==> src/rtl/mc_ctrl_pkg.sv <==
// Shared encodings for the multicycle control FSM: states, opcode classes,
// opcode values and the ALU operand-B / PC source select codes.
package mc_ctrl_pkg;

  typedef enum logic [2:0] {
    ST_FETCH  = 3'd0,
    ST_DECODE = 3'd1,
    ST_EXEC   = 3'd2,
    ST_MEM    = 3'd3,
    ST_WB     = 3'd4
  } state_e;

  typedef enum logic [2:0] {
    CLS_R    = 3'd0,
    CLS_ADDI = 3'd1,
    CLS_LW   = 3'd2,
    CLS_SW   = 3'd3,
    CLS_BEQ  = 3'd4,
    CLS_J    = 3'd5
  } op_cls_e;

  localparam logic [5:0] OP_RTYPE = 6'h00;
  localparam logic [5:0] OP_ADDI  = 6'h08;
  localparam logic [5:0] OP_LW    = 6'h23;
  localparam logic [5:0] OP_SW    = 6'h2B;
  localparam logic [5:0] OP_BEQ   = 6'h04;
  localparam logic [5:0] OP_J     = 6'h02;

  localparam logic [1:0] ALUB_B   = 2'd0;
  localparam logic [1:0] ALUB_ONE = 2'd1;
  localparam logic [1:0] ALUB_IMM = 2'd2;
  localparam logic [1:0] ALUB_BR  = 2'd3;

  localparam logic [1:0] PC_ALU    = 2'd0;
  localparam logic [1:0] PC_ALUOUT = 2'd1;
  localparam logic [1:0] PC_JUMP   = 2'd2;

endpackage

==> src/rtl/mc_op_decode.sv <==
// Combinational opcode-to-class decode; any opcode outside the supported
// set raises illegal_o (class output is then don't-care, driven as CLS_R).
module mc_op_decode
  import mc_ctrl_pkg::*;
#(
  parameter int unsigned OPW = 6
) (
  input  logic [OPW-1:0] opcode_i,
  output op_cls_e        cls_o,
  output logic           illegal_o
);

  always_comb begin
    cls_o     = CLS_R;
    illegal_o = 1'b0;
    case (opcode_i)
      OPW'(OP_RTYPE): cls_o = CLS_R;
      OPW'(OP_ADDI):  cls_o = CLS_ADDI;
      OPW'(OP_LW):    cls_o = CLS_LW;
      OPW'(OP_SW):    cls_o = CLS_SW;
      OPW'(OP_BEQ):   cls_o = CLS_BEQ;
      OPW'(OP_J):     cls_o = CLS_J;
      default:        illegal_o = 1'b1;
    endcase
  end

endmodule

==> src/rtl/mc_ctrl_fsm.sv <==
// Multicycle CPU control FSM (FETCH/DECODE/EXEC/MEM/WB) with retire counter.
// Build option: define MC_CTRL_RETIRE_CNT_EN to implement the retire counter.
module mc_ctrl_fsm
  import mc_ctrl_pkg::*;
#(
  parameter int unsigned OPW  = 6,
  parameter int unsigned CNTW = 32
) (
  input  logic            clk,
  input  logic            rst_n,
  input  logic            halt,
  input  logic [OPW-1:0]  opcode,
  input  logic            zero,
  input  logic            mem_ready,
  output logic [1:0]      alu_src_b_sel,
  output logic            alu_src_a_sel,
  output logic [1:0]      pc_src,
  output logic            mem_rd,
  output logic            mem_wr,
  output logic            ir_we,
  output logic            pc_we,
  output logic            rf_we,
  output logic            rf_dst_rt,
  output logic            mem_to_reg,
  output logic            retire,
  output logic            illegal,
  output logic [CNTW-1:0] retire_cnt
);

  state_e         state_q, state_d;
  logic [OPW-1:0] opcode_q;
  logic [OPW-1:0] dec_op;
  op_cls_e        dec_cls;
  logic           dec_illegal;

  // DECODE looks at the live IR opcode; later states use the copy latched there.
  assign dec_op = (state_q == ST_DECODE) ? opcode : opcode_q;

  mc_op_decode #(.OPW(OPW)) u_dec (
    .opcode_i  (dec_op),
    .cls_o     (dec_cls),
    .illegal_o (dec_illegal)
  );

  always_ff @(posedge clk or negedge rst_n) begin
    if (!rst_n) begin
      state_q  <= ST_FETCH;
      opcode_q <= '0;
    end else begin
      state_q <= state_d;
      if (state_q == ST_DECODE) opcode_q <= opcode;
    end
  end

  always_comb begin
    state_d       = state_q;
    alu_src_b_sel = ALUB_B;
    alu_src_a_sel = 1'b0;
    pc_src        = PC_ALU;
    mem_rd        = 1'b0;
    mem_wr        = 1'b0;
    ir_we         = 1'b0;
    pc_we         = 1'b0;
    rf_we         = 1'b0;
    rf_dst_rt     = 1'b0;
    mem_to_reg    = 1'b0;
    retire        = 1'b0;
    illegal       = 1'b0;
    // Outputs are gated by rst_n so strobes drop the instant reset asserts.
    if (rst_n) begin
      case (state_q)
        ST_FETCH: begin
          if (!halt) begin
            mem_rd        = 1'b1;
            alu_src_b_sel = ALUB_ONE;
            if (mem_ready) begin
              ir_we   = 1'b1;
              pc_we   = 1'b1;
              state_d = ST_DECODE;
            end
          end
        end
        ST_DECODE: begin
          alu_src_b_sel = ALUB_BR;
          if (dec_illegal) begin
            illegal = 1'b1;
            state_d = ST_FETCH;
          end else begin
            state_d = ST_EXEC;
          end
        end
        ST_EXEC: begin
          alu_src_a_sel = 1'b1;
          case (dec_cls)
            CLS_R: state_d = ST_WB;
            CLS_ADDI: begin
              alu_src_b_sel = ALUB_IMM;
              state_d       = ST_WB;
            end
            CLS_LW, CLS_SW: begin
              alu_src_b_sel = ALUB_IMM;
              state_d       = ST_MEM;
            end
            CLS_BEQ: begin
              pc_src  = PC_ALUOUT;
              pc_we   = zero;
              retire  = 1'b1;
              state_d = ST_FETCH;
            end
            CLS_J: begin
              pc_src  = PC_JUMP;
              pc_we   = 1'b1;
              retire  = 1'b1;
              state_d = ST_FETCH;
            end
            default: state_d = ST_FETCH;
          endcase
        end
        ST_MEM: begin
          if (dec_cls == CLS_LW) mem_rd = 1'b1;
          else                   mem_wr = 1'b1;
          if (mem_ready) begin
            if (dec_cls == CLS_LW) begin
              state_d = ST_WB;
            end else begin
              retire  = 1'b1;
              state_d = ST_FETCH;
            end
          end
        end
        ST_WB: begin
          rf_we      = 1'b1;
          rf_dst_rt  = (dec_cls == CLS_ADDI) || (dec_cls == CLS_LW);
          mem_to_reg = (dec_cls == CLS_LW);
          retire     = 1'b1;
          state_d    = ST_FETCH;
        end
        default: state_d = ST_FETCH;
      endcase
    end
  end

`ifdef MC_CTRL_RETIRE_CNT_EN
  logic [CNTW-1:0] cnt_q;

  always_ff @(posedge clk or negedge rst_n) begin
    if (!rst_n)      cnt_q <= '0;
    else if (retire) cnt_q <= cnt_q + CNTW'(1);
  end

  assign retire_cnt = cnt_q;
`else
  assign retire_cnt = '0;
`endif

endmodule

==> config.mk <==
export PLATFORM = sky130hd
export DESIGN_NAME = mc_ctrl_fsm
export DESIGN_NICKNAME = d
export VERILOG_FILES = /design/src/rtl/mc_ctrl_pkg.sv /design/src/rtl/mc_op_decode.sv /design/src/rtl/mc_ctrl_fsm.sv
export SDC_FILE = /design/constraint.sdc
export NUM_CORES = 1
export LEC_CHECK = 0
export ABC_AREA = 1
export ABC_CLOCK_PERIOD_IN_PS = 5200
export BUFFER_PORTS_ARGS = -buffer_cell sky130_fd_sc_hd__buf_2
export CORE_UTILIZATION = 47
export DETAILED_ROUTE_END_ITERATION = 6
export PLACE_DENSITY = 0.81
export SLEW_MARGIN = 10
export SYNTH_ARGS = -nofsm -noshare
export SYNTH_HDL_FRONTEND = slang
export SYNTH_HIERARCHICAL = 1
export SYNTH_SLANG_ARGS = --single-unit
export TNS_END_PERCENT = 100
==> constraint.sdc <==
create_clock -name clk -period 5.2 [get_ports clk]
set_input_delay 0.78 -clock clk [delete_from_list [all_inputs] [get_ports clk]]
set_output_delay 0.78 -clock clk [all_outputs]
set_load 0.05 [all_outputs]
==> results of run 1 <==
-- cell usage after synthesis --
| library cell | number | area [um^2] |
|---|---|---|
| nand3_1 | 10 | 50.1 |
| nor4_1 | 1 | 6.26 |
| buf_4 | 32 | 240 |
| buf_6 | 1 | 11.3 |
| or2_2 | 1 | 6.26 |
| a21oi_1 | 6 | 30.0 |
| nor3_4 | 1 | 16.3 |
| nor3_1 | 5 | 25.0 |
| nand2_1 | 53 | 199 |
| dfrtp_1 | 9 | 225 |
| nand3b_1 | 1 | 7.51 |
| nor2_2 | 3 | 18.8 |
| clkbuf_1 | 1 | 3.75 |
| nand2_2 | 1 | 6.26 |
| inv_2 | 3 | 11.3 |
| inv_1 | 15 | 56.3 |
| conb_1 | 1 | 3.75 |
| nor2_1 | 15 | 56.3 |
| nand3_2 | 2 | 20.0 |
-- final cells by class --
class	count	area share, %
repair buffers	24	11.6
multi-input cells	131	54.3
flip-flops and latches	9	21.8
well taps	27	3.26
inverters	18	6.53
clock buffers	4	2.54
-- power by group --
part | switching, W | internal (W) | total [W]
Sequential | 0.0000225 | 0.000101 | 0.000123
Combinational | 0.000305 | 0.0000953 | 0.000400
Clock | 0.0000243 | 0.0000296 | 0.0000538
-- cells by family (layout without fill, tap and decap cells) --
| logic type | Yosys count | after routing |
|---|---|---|
| flops | 9 | 9 |
| other cells | 1 | 32 |
| compound gates | 6 | 6 |
| buf+inv | 52 | 46 |
| simple gates | 93 | 93 |
-- stage by stage --
step	instances	instance area, um^2	hold slack, ns	utilization [%]
global placement	209	1010	0.498	50.9
CTS	213	1030	0.382	52.2
detailed placement	209	1010	0.500	50.9
floorplan	192	1110	0.482	-
finish	213	1030	0.386	52.2
global route	213	1030	0.392	52.2
-- flip-flops by register name, summed over array words and instances (netlist names) --
name      count
state_q       3
opcode_q      6
-- how the worst max path moves through the flow --
stage / endpoint / depth (start not counted)
2_1_floorplan: mem_wr / 13
3_3_place_gp: mem_rd / 16
3_5_place_dp: mem_rd / 16
4_1_cts: mem_rd / 16
5_1_grt: mem_rd / 16
6_report: mem_rd / 16
-- per-layer routing --
| metal | up-vias | wire, um | track usage [%] |
|---|---|---|---|
| li1 | 477 | - | - |
| met1 | 376 | 849 | 22.8 |
| met2 | 30 | 835 | 27.0 |
| met3 | 4 | 79 | 4.53 |
| met4 | 0 | 27 | 8.33 |
| met5 | - | 0 | 0 |
-- cells in the final DEF, fill, tap and decap left out, types with 3 or more instances in the layout --
master    synthesis  final
dfrtp_1           9      9
buf_2             0     24
nor2_2            3      3
nand3_1          10     10
inv_1            15     15
clkbuf_4          0      3
conb_1            1     32
nand2_1          53     53
a21oi_1           6      6
inv_2             3      3
nor3_1            5      5
nor2_1           15     15
==> flow_summary.ini, run 1 <==
[run_status]
status = finished, final reports clean

[clocking]
cts_hold_buf = 0
clk_pin_slew_ns = 0.06
cts_root_buffer = clkbuf_4
clock_latency_ns = 0.27
cts_tree = built
cts_inserted_buffers = 3
postCtsSetupRepairBufs = 0
cts_resized = 0
clock_sink_count = 9
clk_path_buf_depth = 2
cts.htree.levels = 1

[timing]
hold_viol = 0
rsz0062_at_grt = no
setup_viol = 0
fin_ws_ns = 1.79
max_freq_ghz = 0.293
slew_violations = 0
period_share_pct = 65.6
post-route-min-period_ns = 3.41
setup_tns_ns = 0
skew_ns = 0.00852

[placement]
place_congestion = 0.824
numPortBuffers = 24
pre_cts_slack_ns = 2.10
dpl.hpwl_um = 1430

[synth]
synth_cell_types = 19
synth_xor_area_share_pct = 0
synth_cells = 161
yosys.area_share.adder_pct = 0
yosys.area_share.simple_pct = 41.4
synthesis.area_um2 = 993
synth_top_family_by_area = simple AND/OR/NAND/NOR gates
ys_warn_count = 6
yosysSeqAreaShare_pct = 22.7
ys_ff_latch = 9
synth_compound_area_share_pct = 3.02
syn_area_per_cell_um2 = 6.17
synth.area.mux_share_pct = 0

[global_routing]
grt_pass1_vias = 675
grt_max_degree = 14
grt.total_usage_pct = 17.5
grt_pass1_wl_um = 2770
overflow = 0
antenna_found_initial = 0

[final_layout]
layout-drive-gt1-share_pct = 20.4
fillerInstances = 219
diodes = 0
multi_input_area_um2 = 562
syn2layout_area_growth_pct = 4.16
regArea_um2 = 225
nets = 198

[worst_setup_path]
worstPathArrival_ns = 2.63
rr_endpoint = state_q[2]
worst_setup_path_start_kind = flop
cpPeakStageDelay_ns = 0.45
path_max_fanout = 10
path_delay_family = simple AND/OR/NAND/NOR gates
reg2reg_slack_ns = 2.99
cp_cell_sequence = inv_2 -> nand3_2 -> inv_2 -> nand2_1 -> nand2_1 -> inv_1 -> nor2_1 -> nand3_1 -> inv_1 -> inv_1 -> nor2_1 -> nand2_1 -> inv_1 -> nand2_1 -> a21oi_1 -> buf_2
crit_path_start = state_q[2]
r2r-start = state_q[2]
end_kind = output pin
worst-setup-path-type = flop to output pin
crit_slowest_cell = dfrtp_1
worstPathRequired_ns = 4.42
worstRegToRegCells = 16
crit_buf_inv = 7

[floorplan]
row_count = 16
pin_count = 57
coreArea_um2 = 1980
start_util_pct = 50.1
die_x_um = 48.0
die_h_um = 48.0
dieArea_um2 = 2300

[power_and_ir_drop]
powerDensity_nw_per_um2 = 558
totalPowerFinal_w = 0.000577
vdd_drop_max_v = 0.000289
p_leak_nw = 0.666

[routing]
drc = 0
viasPerCell = 4.16
drt_iter0_markers = 35
wl_per_cell_um = 8.41
ant_nets = 0
via_count = 887
wl_um = 1790
drt-pass1-iter-count = 4

[flow_run]
maxCapViolations = 0

[min_path]
hp-class = primary input to async pin
Power figures use the tool's default switching activity.
==> run 2: changes to the inputs <==
--- a/config.mk
+++ b/config.mk
@@ -6,11 +6,11 @@
 export NUM_CORES = 1
 export LEC_CHECK = 0
 export ABC_AREA = 1
-export ABC_CLOCK_PERIOD_IN_PS = 5200
+export ABC_CLOCK_PERIOD_IN_PS = 2800
 export BUFFER_PORTS_ARGS = -buffer_cell sky130_fd_sc_hd__buf_2
-export CORE_UTILIZATION = 47
+export CORE_UTILIZATION = 39
 export DETAILED_ROUTE_END_ITERATION = 6
-export PLACE_DENSITY = 0.81
+export PLACE_DENSITY = 0.71
 export SLEW_MARGIN = 10
 export SYNTH_ARGS = -nofsm -noshare
 export SYNTH_HDL_FRONTEND = slang
==> constraint.sdc (replaced) <==
create_clock -name clk -period 2.8 [get_ports clk]
set_input_delay 0.42 -clock clk [delete_from_list [all_inputs] [get_ports clk]]
set_output_delay 0.42 -clock clk [all_outputs]
set_load 0.05 [all_outputs]
==> flow_summary.ini, run 2 (same netlist as run 1, synthesis figures left out) <==
[global_routing]
grt_max_degree = 13
grt_pass1_wl_um = 3220
grt_pass1_vias = 790
antenna_found_initial = 0
grt.total_usage_pct = 16.0
overflow = 0

[worst_setup_path]
cp_cell_sequence = inv_2 -> nand3_4 -> buf_4 -> nand2_1 -> nand2_2 -> nor2_4 -> nand3_1 -> nand2_4 -> inv_1 -> nor2_1 -> nand2_1 -> nor3_1 -> buf_4
crit_slowest_cell = dfrtp_1
worstRegToRegCells = 15
rr_endpoint = state_q[2]
crit_end = pc_src[1]
worstPathRequired_ns = 2.38
cpPeakStageDelay_ns = 0.39
critical_path_depth = 13
reg2reg_slack_ns = 0.89
crit_buf_inv = 4
worst-setup-path-type = flop to output pin
path_delay_family = simple AND/OR/NAND/NOR gates
r2r-start = state_q[1]
worstPathArrival_ns = 2.26
path_max_fanout = 6
end_kind = output pin
crit_path_start = state_q[1]
worst_setup_path_start_kind = flop

[clocking]
clk_pin_slew_ns = 0.06
clock_sink_count = 9
cts_root_buffer = clkbuf_4
cts_tree = built
clock_latency_ns = 0.26
cts.htree.levels = 1
clk_path_buf_depth = 2
cts_inserted_buffers = 3

[timing]
period_share_pct = 95.9
hold_viol = 0
holdWs_ns = 0.0868
post-route-min-period_ns = 2.68
skew_ns = 0.00146
fin_ws_ns = 0.115
setup_viol = 0
rsz0062_at_grt = yes
max_freq_ghz = 0.372
slew_violations = 0

[routing]
drt_iter0_markers = 6
ant_nets = 0
via_count = 961
viasPerCell = 4.33
wl_um = 2040
drc = 0
drt-pass1-iter-count = 4
wl_per_cell_um = 9.20

[placement]
place_congestion = 0.774
dp.cells = 216
dpl.hpwl_um = 1580
numPortBuffers = 24
pre_cts_slack_ns = 0.240

[floorplan]
row_count = 17
start_util_pct = 43.2
die_x_um = 52.5
dieArea_um2 = 2750
die_h_um = 52.5
pin_count = 57
coreArea_um2 = 2300

[final_layout]
finalNonFillerCells = 222
post-route-util_pct = 51.9
final_cell_mix = nand2_1 (49), conb_1 (32), buf_2 (17), inv_1 (14), buf_4 (12)
mostFrequentLayoutCell = nand2_1
nets = 206
syn2layout_area_growth_pct = 20.0
largest_reg_flops = 6
top_register = opcode_q
layout-drive-gt1-share_pct = 31.4
top_regs = opcode_q: 6 flops, state_q: 3 flops
diodes = 0

[power_and_ir_drop]
powerDensity_nw_per_um2 = 1050
p_leak_nw = 0.715
vdd_drop_max_v = 0.000576

[run_status]
status = finished, final reports clean

[min_path]
hp-class = primary input to async pin

[flow_run]
maxCapViolations = 0
-- run 2: area by class of cell --
cell class	instances	area (um^2)
Fill cell	242	1100
Multi-Input combinational cell	131	627
Sequential cell	9	225
Timing Repair Buffer	32	209
Inverter	18	70.1
Tap cell	28	35.0
Clock buffer	4	26.3
-- run 2: layer usage --
| layer | up-vias | wire, um | global-route usage, % |
|---|---|---|---|
| met4 | 0 | 19 | 7.89 |
| li1 | 496 | - | - |
| met3 | 2 | 103 | 2.61 |
| met2 | 43 | 957 | 24.7 |
| met1 | 420 | 962 | 21.3 |
| met5 | - | 0 | 0 |
-- run 2: metrics by stage --
stage               TNS, ns  instance area (um^2)  total power (W)
floorplan            -0.560                  1120         0.000897
global placement          0                  1060          0.00103
detailed placement        0                  1060          0.00102
CTS                       0                  1100          0.00114
global route         -0.300                  1190          0.00137
finish                    0                  1190          0.00126
-- run 2: worst min path at each step --
stage                from           to  slack (ns)  cells after the start
floorplan           rst_n  opcode_q[0]        0.12                      0
global placement    rst_n  opcode_q[0]        0.36                      2
detailed placement  rst_n  opcode_q[0]        0.36                      2
CTS                 rst_n  opcode_q[0]        0.08                      2
global route        rst_n  opcode_q[0]        0.09                      2
finish              rst_n  opcode_q[0]        0.09                      2
-- run 2: timing repair --
| item | CTS | global route |
|---|---|---|
| pin swaps | 0 | 1 |
| endpoints found under the setup margin | 4 | 9 |
| hold buffers | 0 | 0 |
| buffers inserted | 0 | 2 |
| gates resized for setup | 5 | 26 |
-- run 2: report_power, final --
| group | internal [W] | switching (W) |
|---|---|---|
| Combinational | 0.000282 | 0.000662 |
| Sequential | 0.000188 | 0.0000235 |
| Clock | 0.0000550 | 0.0000464 |
==> run 3: changes to the inputs <==
--- a/config.mk
+++ b/config.mk
@@ -8,9 +8,10 @@
 export ABC_AREA = 1
 export ABC_CLOCK_PERIOD_IN_PS = 2800
 export BUFFER_PORTS_ARGS = -buffer_cell sky130_fd_sc_hd__buf_2
-export CORE_UTILIZATION = 39
+export CORE_UTILIZATION = 35
+export CTS_BUF_LIST = sky130_fd_sc_hd__clkbuf_8
 export DETAILED_ROUTE_END_ITERATION = 6
-export PLACE_DENSITY = 0.71
+export PLACE_DENSITY = 0.65
 export SLEW_MARGIN = 10
 export SYNTH_ARGS = -nofsm -noshare
 export SYNTH_HDL_FRONTEND = slang
==> flow_summary.ini, run 3 (same netlist as run 1, synthesis figures left out) <==
[clocking]
clk_pin_slew_ns = 0.05
cts_tree = built
cts_root_buffer = clkbuf_8
cts.htree.levels = 1
cts_inserted_buffers = 3
clk_path_buf_depth = 2
cts_hold_buf = 0
clock_latency_ns = 0.23
clock_sink_count = 9

[placement]
dpl.hpwl_um = 1540
numPortBuffers = 24
dp.cells = 218
place_congestion = 0.863

[power_and_ir_drop]
totalPowerFinal_w = 0.00126
powerDensity_nw_per_um2 = 1050
p_leak_nw = 0.727
vdd_drop_max_v = 0.000471

[timing]
post-route-min-period_ns = 2.62
setup_tns_ns = 0
max_freq_ghz = 0.381
hold_viol = 0
slew_violations = 0
period_share_pct = 93.7
skew_ns = 0.00395
setup_viol = 0

[routing]
drc = 0
drt_iter0_markers = 17
viasPerCell = 4.28
drt-pass1-iter-count = 4
via_count = 958
ant_nets = 0
wl_per_cell_um = 8.77
wl_um = 1960

[worst_setup_path]
crit_top_cell = nand2_1
cp_cell_sequence = inv_2 -> nand3_4 -> buf_4 -> nand2_1 -> nand2_1 -> nor2_2 -> nand3_2 -> nand2_4 -> inv_1 -> nor2_1 -> nand2_1 -> nor3_1 -> buf_4
end_kind = output pin
worst-setup-path-type = flop to output pin
crit_slowest_cell = dfrtp_1
worst_setup_path_start_kind = flop
crit_buf_inv = 4
worstPathArrival_ns = 2.20
cpPeakStageDelay_ns = 0.38
worstPathRequired_ns = 2.38
path_max_fanout = 7
path_delay_family = simple AND/OR/NAND/NOR gates

[final_layout]
regArea_um2 = 225
mostFrequentLayoutCell = nand2_1
syn2layout_area_growth_pct = 20.2
finalNonFillerCells = 224
layout-drive-gt1-share_pct = 29.4
top_register = opcode_q
final_cell_mix = nand2_1 (50), conb_1 (32), buf_2 (18), inv_1 (15), nor2_1 (12)
largest_reg_flops = 6
nets = 206
diodes = 0
fillerInstances = 281
multi_input_area_um2 = 613
top_regs = opcode_q: 6 flops, state_q: 3 flops

[floorplan]
start_util_pct = 38.7
coreArea_um2 = 2570
die_x_um = 55.3
pin_count = 57
dieArea_um2 = 3060
die_h_um = 55.3
row_count = 18

[global_routing]
grt_max_degree = 13
grt.total_usage_pct = 13.5
grt_pass1_wl_um = 3280
overflow = 0
antenna_found_initial = 0
grt_pass1_vias = 791

[flow_run]
maxCapViolations = 0

[run_status]
status = finished, final reports clean

[min_path]
hp-class = primary input to async pin
## run 3: cell types whose count changed in the layout (fill, tap and decap cells not counted), sizes merged
cell | before | now
buf | 32 | 31
inv | 18 | 19
## run 3: final cells by class
cell class / instances / share of cell area (%)
Timing Repair Buffer: 32 / 17.0
Tap cell: 30 / 3.14
Multi-Input combinational cell: 131 / 51.4
Inverter: 18 / 5.87
Clock inverter: 1 / 0.314
Clock buffer: 3 / 3.46
Sequential cell: 9 / 18.9
## run 3: what timing repair did
item | 4_1_cts | 5_1_grt
gates cloned | 0 | 0
pin swaps | 0 | 1
endpoints found under the setup margin | 2 | 9
resized for setup | 2 | 22
buffers inserted | 0 | 2
## run 3: where the power goes
part	total, W	internal [W]	switching, W
combinational	0.000902	0.000264	0.000638
clock	0.000145	0.0000953	0.0000499
sequential	0.000209	0.000188	0.0000206
total	0.00126	0.000548	0.000709
## run 3: worst paths after layout
check / startpoint / end / slack (ns) / cells after the start
worst min register to register: opcode_q[1] / opcode_q[1] / 0.51 / 2
max in group asynchronous: rst_n / state_q[2] / 2.52 / 2
worst max-delay path: state_q[2] / pc_src[1] / 0.18 / 13
worst max register to register: state_q[2] / state_q[2] / 0.90 / 15
worst min-delay path: rst_n / opcode_q[1] / 0.12 / 2
min in group clk: opcode[1] / opcode_q[1] / 0.44 / 3
## run 3: routing by layer
layer	share of wire (%)	track usage, %	up-vias
li1	-	-	495
met1	47	17.7	422
met2	47	21.0	37
met3	4.7	2.81	4
met4	1.8	6.43	0
met5	0	0	-
## run 3: stage by stage
step           util, %  setup WS [ns]  area [um^2]  hold slack (ns)
2_1_floorplan        -         -0.236         1120            0.124
3_3_place_gp      41.5          0.194         1070            0.365
3_5_place_dp      41.5          0.197         1070            0.366
4_1_cts           43.5       -0.00886         1120            0.119
5_1_grt           46.5       -0.00191         1190            0.126
6_report          46.5          0.175         1190            0.119
